### src/rtl/mips32_run_ctrl.sv
// mips32_run_ctrl: program-load and run sequencer for the MIPS32 pipeline core.
// Streams a program into instruction memory from address 0, then on start holds
// the core in reset for CLEAR_CYCLES cycles and runs it until halt or budget.
module mips32_run_ctrl #(
  parameter int ADDR_W       = 10,
  parameter int CNT_W        = 16,
  parameter int MAX_CYCLES   = 1024,
  parameter int CLEAR_CYCLES = 2
) (
  input  logic              clk,
  input  logic              rst_n,
  input  logic              load_valid,
  input  logic [31:0]       load_data,
  input  logic              load_last,
  output logic              load_ready,
  input  logic              start,
  output logic              imem_we,
  output logic [ADDR_W-1:0] imem_addr,
  output logic [31:0]       imem_wdata,
  output logic              core_rst_n,
  output logic              core_run,
  input  logic              core_halted,
  output logic              busy,
  output logic              done,
  output logic              timeout,
  output logic [CNT_W-1:0]  cycle_count,
  output logic [ADDR_W:0]   prog_len
);

  localparam int CLR_W = (CLEAR_CYCLES > 1) ? $clog2(CLEAR_CYCLES) : 1;

  typedef enum logic [2:0] {
    S_IDLE,
    S_LOAD,
    S_READY,
    S_CLEAR,
    S_RUN,
    S_DONE
  } state_t;

  state_t r_state;
  state_t w_state_nxt;

  logic              r_imem_we;
  logic [ADDR_W-1:0] r_imem_addr;
  logic [31:0]       r_imem_wdata;
  logic              r_core_rst_n;
  logic              r_core_run;
  logic              r_busy;
  logic              r_done;
  logic              r_timeout;
  logic [CNT_W-1:0]  r_cycle_count;
  logic [ADDR_W:0]   r_prog_len;
  logic [ADDR_W-1:0] r_wr_ptr;
  logic [CLR_W-1:0]  r_clr_cnt;

  logic              w_load_ready;
  logic              w_beat;
  logic              w_ptr_last;
  logic [CNT_W-1:0]  w_cnt_inc;
  logic              w_budget;
  logic              w_clr_end;

  logic              w_imem_we_nxt;
  logic [ADDR_W-1:0] w_imem_addr_nxt;
  logic [31:0]       w_imem_wdata_nxt;
  logic              w_timeout_nxt;
  logic [CNT_W-1:0]  w_cycle_count_nxt;
  logic [ADDR_W:0]   w_prog_len_nxt;
  logic [ADDR_W-1:0] w_wr_ptr_nxt;
  logic [CLR_W-1:0]  w_clr_cnt_nxt;

  assign w_load_ready = (r_state == S_IDLE) || (r_state == S_LOAD) || (r_state == S_DONE);
  assign w_beat       = load_valid && w_load_ready;
  assign w_ptr_last   = (r_wr_ptr == '1);
  assign w_cnt_inc    = r_cycle_count + 1'b1;
  assign w_budget     = (w_cnt_inc == CNT_W'(MAX_CYCLES));
  assign w_clr_end    = (r_clr_cnt == CLR_W'(CLEAR_CYCLES - 1));

  // State register.
  always_ff @(posedge clk or negedge rst_n) begin
    if (!rst_n) begin
      r_state <= S_IDLE;
    end else begin
      r_state <= w_state_nxt;
    end
  end

  // Next-state decode; in DONE an accepted beat takes priority over start.
  always_comb begin
    w_state_nxt = r_state;
    case (r_state)
      S_IDLE:  if (w_beat) w_state_nxt = load_last ? S_READY : S_LOAD;
      S_LOAD:  if (w_beat && (load_last || w_ptr_last)) w_state_nxt = S_READY;
      S_READY: if (start) w_state_nxt = S_CLEAR;
      S_CLEAR: if (w_clr_end) w_state_nxt = S_RUN;
      S_RUN:   if (core_halted || w_budget) w_state_nxt = S_DONE;
      S_DONE: begin
        if (w_beat)     w_state_nxt = load_last ? S_READY : S_LOAD;
        else if (start) w_state_nxt = S_CLEAR;
      end
      default: w_state_nxt = S_IDLE;
    endcase
  end

  // Next values of the registered datapath and status outputs.
  always_comb begin
    w_imem_we_nxt     = 1'b0;
    w_imem_addr_nxt   = r_imem_addr;
    w_imem_wdata_nxt  = r_imem_wdata;
    w_timeout_nxt     = r_timeout;
    w_cycle_count_nxt = r_cycle_count;
    w_prog_len_nxt    = r_prog_len;
    w_wr_ptr_nxt      = r_wr_ptr;
    w_clr_cnt_nxt     = '0;

    if (w_beat) begin
      w_imem_we_nxt    = 1'b1;
      w_imem_wdata_nxt = load_data;
      if (r_state == S_LOAD) begin
        w_imem_addr_nxt = r_wr_ptr;
        w_wr_ptr_nxt    = r_wr_ptr + 1'b1;
        if (load_last || w_ptr_last) begin
          w_prog_len_nxt = {1'b0, r_wr_ptr} + (ADDR_W + 1)'(1);
        end
      end else begin
        w_imem_addr_nxt = '0;
        w_wr_ptr_nxt    = ADDR_W'(1);
        w_timeout_nxt   = 1'b0;
        if (load_last) begin
          w_prog_len_nxt = (ADDR_W + 1)'(1);
        end
      end
    end

    if (r_state == S_CLEAR) begin
      w_clr_cnt_nxt = r_clr_cnt + 1'b1;
    end

    if (r_state == S_RUN) begin
      w_cycle_count_nxt = w_cnt_inc;
      if (!core_halted && w_budget) begin
        w_timeout_nxt = 1'b1;
      end
    end

    if (w_state_nxt == S_CLEAR) begin
      w_cycle_count_nxt = '0;
      w_timeout_nxt     = 1'b0;
    end
  end

  // Output and datapath registers; run/reset/status flags follow the next state.
  always_ff @(posedge clk or negedge rst_n) begin
    if (!rst_n) begin
      r_imem_we     <= 1'b0;
      r_imem_addr   <= '0;
      r_imem_wdata  <= '0;
      r_core_rst_n  <= 1'b0;
      r_core_run    <= 1'b0;
      r_busy        <= 1'b0;
      r_done        <= 1'b0;
      r_timeout     <= 1'b0;
      r_cycle_count <= '0;
      r_prog_len    <= '0;
      r_wr_ptr      <= '0;
      r_clr_cnt     <= '0;
    end else begin
      r_imem_we     <= w_imem_we_nxt;
      r_imem_addr   <= w_imem_addr_nxt;
      r_imem_wdata  <= w_imem_wdata_nxt;
      r_core_rst_n  <= (w_state_nxt == S_RUN) || (w_state_nxt == S_DONE);
      r_core_run    <= (w_state_nxt == S_RUN);
      r_busy        <= (w_state_nxt == S_CLEAR) || (w_state_nxt == S_RUN);
      r_done        <= (w_state_nxt == S_DONE);
      r_timeout     <= w_timeout_nxt;
      r_cycle_count <= w_cycle_count_nxt;
      r_prog_len    <= w_prog_len_nxt;
      r_wr_ptr      <= w_wr_ptr_nxt;
      r_clr_cnt     <= w_clr_cnt_nxt;
    end
  end

  assign load_ready  = w_load_ready;
  assign imem_we     = r_imem_we;
  assign imem_addr   = r_imem_addr;
  assign imem_wdata  = r_imem_wdata;
  assign core_rst_n  = r_core_rst_n;
  assign core_run    = r_core_run;
  assign busy        = r_busy;
  assign done        = r_done;
  assign timeout     = r_timeout;
  assign cycle_count = r_cycle_count;
  assign prog_len    = r_prog_len;

endmodule

### config.mk
export PLATFORM = sky130hd
export DESIGN_NAME = mips32_run_ctrl
export DESIGN_NICKNAME = d
export VERILOG_FILES = /design/src/rtl/mips32_run_ctrl.sv
export SDC_FILE = /design/constraint.sdc
export NUM_CORES = 1
export LEC_CHECK = 0
export ABC_AREA = 1
export CAP_MARGIN = 20
export CORE_MARGIN = 2
export CORE_UTILIZATION = 45
export CTS_CLUSTER_SIZE = 20
export DETAILED_ROUTE_END_ITERATION = 7
export GPL_TIMING_DRIVEN = 1
export PLACE_DENSITY_LB_ADDON = 0.12
export REMOVE_ABC_BUFFERS = 1
export SYNTH_ARGS = -nofsm -noshare
export SYNTH_HDL_FRONTEND = slang
export SYNTH_SLANG_ARGS = --single-unit
### constraint.sdc
create_clock -name clk -period 2.5 [get_ports clk]
set_clock_uncertainty 0.05 [all_clocks]
set_input_delay 0.5 -clock clk [delete_from_list [all_inputs] [get_ports clk]]
set_output_delay 0.5 -clock clk [all_outputs]
set_load 0.05 [all_outputs]
* Word level (Yosys, flattened, before mapping) *
Index checks and enable logic that the tools add are counted.

storage, ports and cells
  register bits = 89
  word-level logic and storage cells = 64

operators by class
  $add $sub $neg = 4
  equal/unequal tests = 11
  multiplexer cells = 22
  reduce and logical (&&, ||, !) cells = 14

operators with widths
  kind                                                                      count
  11-bit two-way mux                                                        3
  16-bit two-way mux                                                        2
  10-bit two-way mux                                                        2
  3-bit two-way mux                                                         6
  3-bit one-hot mux with 6 select lines                                     1
  16-bit by 1-bit adder with 16-bit output (second input constant)          1
  16-bit by 11-bit equality test with 1-bit output (second input constant)  1
  3-bit equality test (second input constant)                               4
  10-bit by 1-bit adder with 11-bit output (second input constant)          1
  10-bit by 1-bit adder with 10-bit output (second input constant)          1
  10-bit equality test (second input constant)                              1
  3-bit by 2-bit equality test with 1-bit output (second input constant)    3
  1-bit two-way mux                                                         7
  1-bit logical OR                                                          6
  2-bit nonzero test                                                        2
  3-bit by 1-bit equality test with 1-bit output (second input constant)    1
  1-bit logical AND                                                         3
  3-bit zero test                                                           1
  3-bit AND reduction                                                       1
  2-bit two-way mux                                                         1
  2-bit by 1-bit inequality test with 1-bit output (second input constant)  1
  1-bit adder (second input constant)                                       1
  1-bit zero test                                                           1

* Logic depth before layout (Yosys ltp) *
Gate-level depths: netlist of run 1.

  word-level depth = 9
  gate-level depth with buffers = 15
  mapped depth without buffers = 15

* Least setup slack after synthesis of run 1 *
Ideal clock, no wire load.

  path type = flip-flop to flip-flop
  start point = register r_cycle_count[1], in the netlist cycle_count[1]
  end point = register r_cycle_count[10], in the netlist cycle_count[10]
  library setup time = 0.134 ns
  arrival time = 2.151 ns
  data required time = 2.316 ns
  setup slack = 0.165 ns
  stages on the path, launching flop included = 16
  cells stage by stage = dfrtp_1 ha_1 nand3_2 nor2_4 nand2_1 nand2_1 nand2_1 nor2_1 nand2_1 nor2_1 nand2_1 nand2_1 nand2_2 nand2_4 buf_8 a21oi_4

between the ends
  cells in the longest elaborated chain, start to end = 7
  elaborated cells on any way between the ends = 9
  those cells by class = add/sub (1); eq/ne (2); mux (4); reduce/logical (2)

RTL lines
  what                                                             RTL line  text
  from (decl)                                                      52        logic [CNT_W-1:0] r_cycle_count;
  from (signal assigned)                                           177       r_cycle_count <= w_cycle_count_nxt;
  16-bit by 1-bit adder with 16-bit output *                       76        assign w_cnt_inc = r_cycle_count + 1'b1;
  16-bit by 11-bit equality test with 1-bit output *               77        assign w_budget = (w_cnt_inc == CNT_W'(MAX_CYCLES));
  1-bit logical OR *                                               97        S_RUN: if (core_halted || w_budget) w_state_nxt = S_DONE;
  3-bit two-way mux *                                              97
  3-bit one-hot mux with 6 select lines *                          92        case (r_state)
  net w_state_nxt[0]                                               42        state_t w_state_nxt;
  3-bit by 2-bit equality test with 1-bit output *                 147       if (w_state_nxt == S_CLEAR) begin
  16-bit two-way mux / 2-bit nonzero test (equally long branches)  --

The timed path passes the listed nets; every way through them passes the cells marked *. The select of a mux whose other input is x is not followed.
A chain may end at the register's enable or synchronous reset.

* Final worst setup path of run 1 *
  start point = register r_state[1]
  end point = output load_ready

between the ends
  cells in the longest elaborated chain, start to end = 3
  elaborated cells on any way between the ends = 5
  those cells by class = eq/ne (2); reduce/logical (3)

RTL lines
  what                                                                                      RTL line  text
  from (decl)                                                                               41        state_t r_state;
  from (signal assigned)                                                                    85        r_state <= w_state_nxt;
  3-bit by 1-bit equality test with 1-bit output / 3-bit zero test (equally long branches)  73        assign w_load_ready = (r_state == S_IDLE) || (r_state == S_LOAD) || (r_state == S_DONE);
  1-bit logical OR                                                                          73
  1-bit logical OR *                                                                        73
  to (decl)                                                                                 15        output logic load_ready,

Mark *: on every way between the ends. The rest lies on a longest branch, timed or not.

==> results.json, run 1 <==
{
  "outcome": "complete, no violations",
  "place_inst": 715,
  "timing.final.ws_setup_ns": 0.178,
  "p_leak_nw": 2.65,
  "worst_path_max_delay_cell": "clkdlybuf4s50_1",
  "critPathMaxStageDelay_ns": 0.82,
  "dieArea_mm2": 0.0101,
  "ys_seq_area_share_pct": 53.2,
  "die_x_um": 100,
  "clk_pin_slew_worst_paths_ns": 0.09,
  "power_mw": 7.26,
  "antenna_found_initial": 0,
  "synth_area_leaders": "dfrtp_1 (53%), nand2_1 (17%), o21ai_0 (4.4%)",
  "grt_start_max_net_pins": 49,
  "critical_path_class": "flip-flop to output port",
  "ctsResizeCount": 0,
  "grt_pass1_vias": 3466,
  "drc": 0,
  "synth_commonest_cells": "nand2_1 (187), dfrtp_1 (89), inv_1 (39)",
  "ant_nets": 0,
  "cts_setup_buffers": 0,
  "netlist_instances": 497,
  "rows": 35,
  "worst_setup_path_start_kind": "flip-flop",
  "ios": 114,
  "hold_viol_final": 0,
  "drt_wl_total_um": 9750,
  "worstSetupEndpoint": "load_ready",
  "maxSlewViolCount": 0,
  "yosysMostFrequentCell": "nand2_1",
  "synth_edf_count": 0,
  "critPathLaunch": "r_state[1]",
  "finalNonFillerCells": 731,
  "clock-sinks": 89,
  "pre_cts_ws_ns": 0.238,
  "critPathRequiredTime_ns": 1.95,
  "grt_use_total_pct": 20.6,
  "hold_path_class": "input pin to asynchronous set/reset pin",
  "maxCapViolations": 0,
  "crit_fanout": 7,
  "path_buf_inv": 1,
  "clkLatencyLatePin_ns": 0.35,
  "clk_path_buf_depth": 2,
  "antennaDiodeCount": 0,
  "timing.fmax_mhz": 431,
  "slew_headroom_pct": 63.3,
  "cts_buffers": 9,
  "synthArstFlopShare_pct": 100,
  "coreArea_mm2": 0.00915,
  "clock_tree.root_cell": "clkbuf_8",
  "synth.largest_area_cell": "dfrtp_1",
  "wire_per_inst_um": 13.3,
  "synth_top_area_share_pct": 53.2,
  "hold_buffers": 0,
  "synth_cell_types": 34,
  "ys_ff_latch": 89,
  "r2r-start": "cycle_count[1]",
  "hold_ws_ns": 0.0311,
  "period_needed_ns": 2.32,
  "synth_area_mm2": 0.00419,
  "timing.rr.end": "cycle_count[0]",
  "place_congestion": 0.896,
  "timing.final.crit_share_pct": 92.9,
  "cp.depth": 2,
  "reg2reg_depth": 14,
  "die_y_um": 100,
  "yosysWarnings": 0,
  "vias": 3643,
  "cts.htree.levels": 3,
  "cts_tree": "built",
  "overflow": 0,
  "worstMarginPinSlew_ns": 0.549,
  "r2r_slack_ns": 0.26,
  "cp_cell_sequence": "a21oi_2 -> clkdlybuf4s50_1",
  "first_pass_iters": 4,
  "dp_hpwl_um": 7090,
  "port_buffers": 113,
  "ys.flop_type": "dfrtp_1",
  "syn_to_final_growth_pct": 35.9,
  "viasPerCell": 4.98,
  "start_util_pct": 45.7,
  "worstPathArrival_ns": 1.77,
  "syn_area_per_cell_um2": 8.42,
  "cp_top_family": "buffers and inverters",
  "power_density_mw_per_mm2": 1280,
  "drive_above_1_share_pct": 10.0,
  "fin_util_pct": 62.1,
  "ir_drop_mv": 0.744,
  "rsz0062_at_grt": "no",
  "grt_pass1_wl_um": 16500,
  "setup_viol": 0,
  "layout.nets": 655,
  "drt_iter0_drc": 139,
  "end_kind": "output port"
}
cell type report:
| cell class | count | area (µm²) |
|---|---|---|
| clock inverters | 4 | 51.3 |
| clock buffers | 12 | 155 |
| flip-flops and latches | 89 | 2230 |
| multi-input cells | 351 | 1720 |
| well taps | 111 | 139 |
| fillers | 824 | 3460 |
| repair buffers | 122 | 1230 |
| inverters | 42 | 158 |
state kept, by name (all words and copies together), names as in the netlist:
register     flops
r_clr_cnt        1
core_run         1
busy             1
imem_we          1
imem_addr       10
r_state          3
done             1
prog_len        11
core_rst_n       1
cycle_count     16
timeout          1
imem_wdata      32
r_wr_ptr        10
how the worst min path moves through the flow:
stage / slack [ns] / depth (start not counted) / endpoint
global route: 0.07 / 1 / r_state[2]
detailed placement: 0.40 / 1 / r_clr_cnt
finish: 0.03 / 1 / r_state[2]
global placement: 0.40 / 1 / r_clr_cnt
CTS: 0.04 / 1 / r_clr_cnt
floorplan: 0.15 / 0 / busy
report_power, final:
part	total (mW)	leakage, nW	switching [mW]	internal [mW]
Sequential	2.25	1.17	0.364	1.89
Combinational	3.99	1.38	2.73	1.26
Clock	1.01	0.103	0.497	0.518
Total	7.26	2.65	3.59	3.67
cells in the final DEF, fill, tap and decap left out, types with 2 or more instances in the layout:
cell type        synthesis  layout
a21oi_1                 17      17
a21oi_2                  9       9
buf_12                   0       3
buf_4                    0       7
clkbuf_8                 0      11
clkdlybuf4s50_1          0     112
dfrtp_1                 89      89
ha_1                     2       2
inv_1                   39      39
inv_2                    2       2
mux2_2                   8       8
mux2i_1                  3       3
nand2_1                187     187
nand2_2                  2       2
nand2_4                  2       2
nand3_1                 23      23
nand3_2                  2       2
nand3b_1                 2       2
nand4_1                  6       6
nor2_1                  27      27
nor2_2                   4       4
nor2_4                   5       5
nor3_1                   4       4
o21ai_0                 37      37
o21ai_1                  2       2
xor2_1                   3       3
per-layer routing:
layer	vias to the layer above	share of wire [%]	track usage (%)
li1	1817	-	-
met3	10	7.7	6.20
met4	0	1.2	7.17
met5	-	0	0
met1	1708	45	27.8
met2	108	46	31.9
cell families (layout without fill, tap and decap cells):
kind of cell	count (synthesis)	after routing	synth area share [%]
DFF	89	89	53.2
buffers and inverters	57	180	5.59
xor gates and xnor gates	4	4	1.02
muxes	11	11	2.87
adders and majority gates	2	2	0.598
and+or+nand+nor	265	265	27.2
AOI/OAI and AO/OA	69	69	9.48
per-stage QoR:
step | instance area [µm²] | setup TNS [ns]
final | 5690 | 0
after global routing | 5690 | 0
after detailed placement | 5480 | 0
after floorplan | 4110 | -34.11
after global placement | 5480 | 0
after CTS | 5690 | 0
Power figures use the tool's default switching activity.
==> inputs of run 2 (changes only) <==
--- a/config.mk
+++ b/config.mk
@@ -8,12 +8,13 @@
 export ABC_AREA = 1
 export CAP_MARGIN = 20
 export CORE_MARGIN = 2
-export CORE_UTILIZATION = 45
+export CORE_UTILIZATION = 48
 export CTS_CLUSTER_SIZE = 20
 export DETAILED_ROUTE_END_ITERATION = 7
 export GPL_TIMING_DRIVEN = 1
 export PLACE_DENSITY_LB_ADDON = 0.12
 export REMOVE_ABC_BUFFERS = 1
+export SLEW_MARGIN = 20
 export SYNTH_ARGS = -nofsm -noshare
 export SYNTH_HDL_FRONTEND = slang
 export SYNTH_SLANG_ARGS = --single-unit
==> constraint.sdc (replaced) <==
create_clock -name clk -period 2.4 [get_ports clk]
set_clock_uncertainty 0.05 [all_clocks]
set_input_delay 0.48 -clock clk [delete_from_list [all_inputs] [get_ports clk]]
set_output_delay 0.48 -clock clk [all_outputs]
set_load 0.05 [all_outputs]
==> run 2 against run 1 <==
Count of clock-buffer cells in the layout shrank 2; largest power group unchanged; global-route usage grew 0.40 points; sequential cell count is the same; power grew 3.9%; via count shrank 0.77%; combinational power grew 5%; critical path depth is the same; cell count shrank 0.27%; design area shrank 0.20%; die area shrank 6.0%.
==> results.json, run 2 (synthesis gave the netlist of run 1 again) <==
{
  "outcome": "complete, no violations",
  "drive_above_1_share_pct": 10.1,
  "hold_viol_final": 0,
  "vias": 3615,
  "fin_util_pct": 66.1,
  "cts_tree": "built",
  "grt_pass1_vias": 3604,
  "worstPathArrival_ns": 1.78,
  "drt_iter0_drc": 155,
  "fillers": 738,
  "maxCapViolations": 0,
  "syn_to_final_growth_pct": 35.6,
  "finalNonFillerCells": 729,
  "cts_setup_buffers": 0,
  "port_buffers": 113,
  "critPathRequiredTime_ns": 1.87,
  "pwr-share-clk_pct": 13.5,
  "viasPerCell": 4.96,
  "timing.fmax_mhz": 432,
  "power_frac_comb_pct": 55.5,
  "maxSlewViolCount": 0,
  "wire_per_inst_um": 13.2,
  "setup_viol": 0,
  "worstMarginPinSlew_ns": 0.562,
  "placed_area_mm2": 0.00547,
  "period_needed_ns": 2.31,
  "start_util_pct": 48.7,
  "place_inst": 713,
  "switchingPower_mw": 3.76,
  "power_density_mw_per_mm2": 1330,
  "dp_hpwl_um": 6970,
  "cts_buffers": 9,
  "hold_path_class": "input pin to asynchronous set/reset pin",
  "dieArea_mm2": 0.00948,
  "p_leak_nw": 2.64,
  "critPathLaunch": "r_state[1]",
  "grt_start_max_net_pins": 49,
  "antennaDiodeCount": 0,
  "final_cell_mix": "nand2_1 (187), clkdlybuf4s50_1 (112), dfrtp_1 (89)",
  "clk_pin_slew_worst_paths_ns": 0.09,
  "ir_drop_mv": 0.741,
  "pwr-share-seq_pct": 31.0,
  "crit_fanout": 7,
  "first_pass_iters": 5,
  "clock-sinks": 89,
  "clk_path_buf_depth": 2,
  "drt_wl_total_um": 9630,
  "ios": 114,
  "swShare_pct": 49.8,
  "grt_pass1_wl_um": 16500,
  "timing.final.crit_share_pct": 96.4,
  "intPower_mw": 3.78,
  "coreArea_mm2": 0.00859,
  "hold_buffers": 0,
  "antenna_found_initial": 0,
  "layout.nets": 656,
  "drc": 0,
  "stdcell_area_mm2": 0.00568,
  "place_congestion": 0.881,
  "cts.htree.levels": 3,
  "clock_tree.root_cell": "clkbuf_8",
  "slew_headroom_pct": 62.4,
  "rows": 34,
  "clkLatencyLatePin_ns": 0.35,
  "critical_path_class": "flip-flop to output port",
  "ctsResizeCount": 0,
  "end_kind": "output port",
  "largest_reg_flops": 32,
  "die_y_um": 97.4,
  "rsz0062_at_grt": "no",
  "overflow": 0,
  "ant_nets": 0,
  "worst_setup_path_start_kind": "flip-flop",
  "grt_use_total_pct": 21.0,
  "r2r-start": "r_wr_ptr[0]",
  "die_x_um": 97.4,
  "layout_commonest_cell": "nand2_1"
}
[run 2: metal layers]
layer  GRT usage, %  vias to the layer above  routed length (µm)
met1           28.0                     1680                4380
li1               -                     1817                   -
met3           6.91                       15                 697
met4           6.41                        0                 132
met5              0                        -                   0
met2           32.9                      103                4420
[run 2: final timing paths]
| check | endpoint | slack [ns] | cells after the start |
|---|---|---|---|
| worst min-delay path | core_rst_n | 0.05 | 1 |
| worst max register to register | cycle_count[7] | 0.29 | 11 |
| max in group asynchronous | r_wr_ptr[3] | 1.55 | 2 |
| worst min register to register | r_clr_cnt | 0.42 | 1 |
| min in group clk | r_clr_cnt | 0.42 | 1 |
| worst max-delay path | load_ready | 0.09 | 2 |
[run 2: cell type report]
cell class              count  area (µm²)  share of cell area, %
inverters                  42         158                   2.78
clock inverters             6        67.6                   1.19
multi-input cells         351        1730                   30.5
flip-flops and latches     89        2230                   39.2
clock buffers              10         128                   2.25
repair buffers            123        1230                   21.6
well taps                 108         135                   2.38
[run 2: through the flow]
step                      power [mW]  hold WS, ns  TNS (ns)  setup WS [ns]
after global routing            8.01       0.0719         0         0.0182
after detailed placement        6.53        0.402         0          0.181
after floorplan                 5.04        0.134    -41.44         -0.647
final                           7.54       0.0475         0         0.0876
after CTS                       7.58       0.0597         0         0.0735
after global placement          6.47        0.397         0          0.174
[run 2: worst max-delay path: stages (launching register included)]
cell and delay (ns):
dfrtp_1 0.46, a21oi_2 0.16, clkdlybuf4s50_1 0.82
[run 2: power groups by stage]
| stage | clock network [mW] | logic [mW] | registers [mW] |
|---|---|---|---|
| 2_1_floorplan | 0 | 1.28 | 3.76 |
| 3_3_place_gp | 0 | 4.12 | 2.35 |
| 3_5_place_dp | 0 | 4.18 | 2.35 |
| 4_1_cts | 1.05 | 4.19 | 2.34 |
| 5_1_grt | 1.11 | 4.49 | 2.41 |
| 6_report | 1.02 | 4.18 | 2.34 |
==> inputs of run 3 (changes only) <==
--- a/config.mk
+++ b/config.mk
@@ -8,9 +8,10 @@
 export ABC_AREA = 1
 export CAP_MARGIN = 20
 export CORE_MARGIN = 2
-export CORE_UTILIZATION = 48
+export CORE_UTILIZATION = 55
 export CTS_CLUSTER_SIZE = 20
 export DETAILED_ROUTE_END_ITERATION = 7
+export DONT_BUFFER_PORTS = 1
 export GPL_TIMING_DRIVEN = 1
 export PLACE_DENSITY_LB_ADDON = 0.12
 export REMOVE_ABC_BUFFERS = 1
==> run 3 against run 2 <==
The run now ends with negative hold slack left; fmax is 6.8% higher; worst hold slack worse by 0.28 ns; sequential power is 52% higher; setup slack better by 0.15 ns; cell count is 15% lower; register-to-register slack worse by 0.06 ns; clock power is 8% lower; global-route usage is 1.4 points higher; critical path type is now flip-flop to flip-flop.
==> results.json, run 3 (synthesis gave the netlist of run 1 again) <==
{
  "clk_path_buf_depth": 2,
  "rsz0062_at_grt": "no",
  "die_y_um": 91.2,
  "tns_ns": 0,
  "drt_wl_total_um": 8820,
  "ant_nets": 0,
  "timing.fmax_mhz": 462,
  "timing.final.crit_share_pct": 90.2,
  "coreArea_mm2": 0.00729,
  "drt_iter0_drc": 254,
  "port_buffers": 0,
  "critical_path_class": "flip-flop to flip-flop",
  "start_util_pct": 57.4,
  "grt_use_total_pct": 22.4,
  "maxCapViolations": 0,
  "worst_setup_path_start_kind": "flip-flop",
  "clkLatencyLatePin_ns": 0.34,
  "clk_pin_slew_worst_paths_ns": 0.09,
  "worstPathArrival_ns": 2.33,
  "grt_pass1_wl_um": 15100,
  "antenna_found_initial": 0,
  "ir_drop_mv": 0.688,
  "drive_above_1_share_pct": 14.6,
  "grt_pass1_vias": 3255,
  "hold_viol_final": 89,
  "outcome": "finished, violations left",
  "overflow": 0,
  "maxSlewViolCount": 0,
  "cts_setup_buffers": 0,
  "crit_fanout": 19,
  "dp_hpwl_um": 6260,
  "setup_viol": 0,
  "antennaDiodeCount": 0,
  "wire_per_inst_um": 14.2,
  "ios": 114,
  "clock-sinks": 89,
  "dieArea_mm2": 0.00832,
  "viasPerCell": 5.40,
  "place_inst": 604,
  "reg2reg_depth": 11,
  "cts.htree.levels": 3,
  "first_pass_iters": 5,
  "end_kind": "flip-flop",
  "timing.rr.end": "cycle_count[4]",
  "critPathRequiredTime_ns": 2.57,
  "rows": 31,
  "final_cell_mix": "nand2_1 (186), dfrtp_1 (89), inv_1 (39)",
  "r2r_slack_ns": 0.23,
  "slew_headroom_pct": 65.2,
  "drc": 0,
  "pre_cts_ws_ns": 0.214,
  "cts_tree": "built",
  "worstMarginPinSlew_ns": 0.522,
  "clock_tree.root_cell": "clkbuf_8",
  "place_congestion": 0.854,
  "timing.final.ws_setup_ns": 0.235,
  "cts_buffers": 9,
  "power_density_mw_per_mm2": 1440,
  "layout_commonest_cell": "nand2_1",
  "hold_path_class": "input pin to asynchronous set/reset pin",
  "die_x_um": 91.2,
  "period_needed_ns": 2.17,
  "hold_ws_ns": -0.232,
  "violations": "negative hold slack",
  "largest_reg_flops": 32,
  "finalNonFillerCells": 620,
  "vias": 3346,
  "r2r-start": "r_wr_ptr[0]",
  "syn_to_final_growth_pct": 10.1,
  "p_leak_nw": 2.29,
  "layout.nets": 556,
  "grt_start_max_net_pins": 90
}
-- run 3: power by group --
group / internal, mW / switching, mW / total [mW]
Combinational: 0.668 / 1.50 / 2.17
Clock: 0.413 / 0.528 / 0.941
Sequential: 1.94 / 1.60 / 3.55
Total: 3.02 / 3.63 / 6.65
-- run 3: final cells by class --
class	instances	area [µm²]
Clock inverter	5	38.8
Tap cell	99	124
Sequential cell	89	2230
Clock buffer	11	141
Timing Repair Buffer	23	185
Inverter	42	158
Multi-Input combinational cell	351	1740
Fill cell	653	2680
-- run 3: metrics by stage --
step / hold WS, ns / utilization [%] / area (µm²) / power [mW]
global route: -0.256 / 63.2 / 4610 / 7.06
detailed placement: 0.137 / 60.6 / 4420 / 5.72
CTS: -0.248 / 63.1 / 4600 / 6.67
global placement: 0.137 / 60.6 / 4420 / 5.67
floorplan: 0.134 / - / 4110 / 5.04
finish: -0.232 / 63.2 / 4610 / 6.65
-- run 3: routing by layer --
layer	vias to the layer above	GRT usage (%)	share of wire [%]
met1	1585	30.6	45
met2	124	34.6	46
met5	-	0	0
met4	0	7.58	1.1
li1	1627	-	-
met3	10	6.47	8.2
-- run 3: repair_timing --
action                                 in CTS  in global routing
gates resized for setup                     0                  1
endpoints found under the hold margin      89                 89
setup endpoints to repair                   0                  7
-- run 3: worst max-delay path by stage --
stage,start,cells after the start,slack (ns),end
after floorplan,r_state[0],5,-0.65,r_wr_ptr[1]
after global placement,cycle_count[0],14,0.25,cycle_count[1]
final,r_wr_ptr[0],11,0.23,cycle_count[4]
after global routing,r_wr_ptr[0],11,0.03,cycle_count[7]
after detailed placement,cycle_count[0],14,0.21,cycle_count[2]
after CTS,cycle_count[0],15,0.20,busy
-- run 3: critical path: stages (launching register included) --
cell and delay, ns:
dfrtp_1 0.40, ha_1 0.22, nand3_2 0.11, nor2_2 0.11, nand3_1 0.10, nor2_2 0.16, nand3_1 0.11, o21ai_1 0.18
nand2_1 0.11, nand4_2 0.07, buf_4 0.29, a21oi_1 0.11
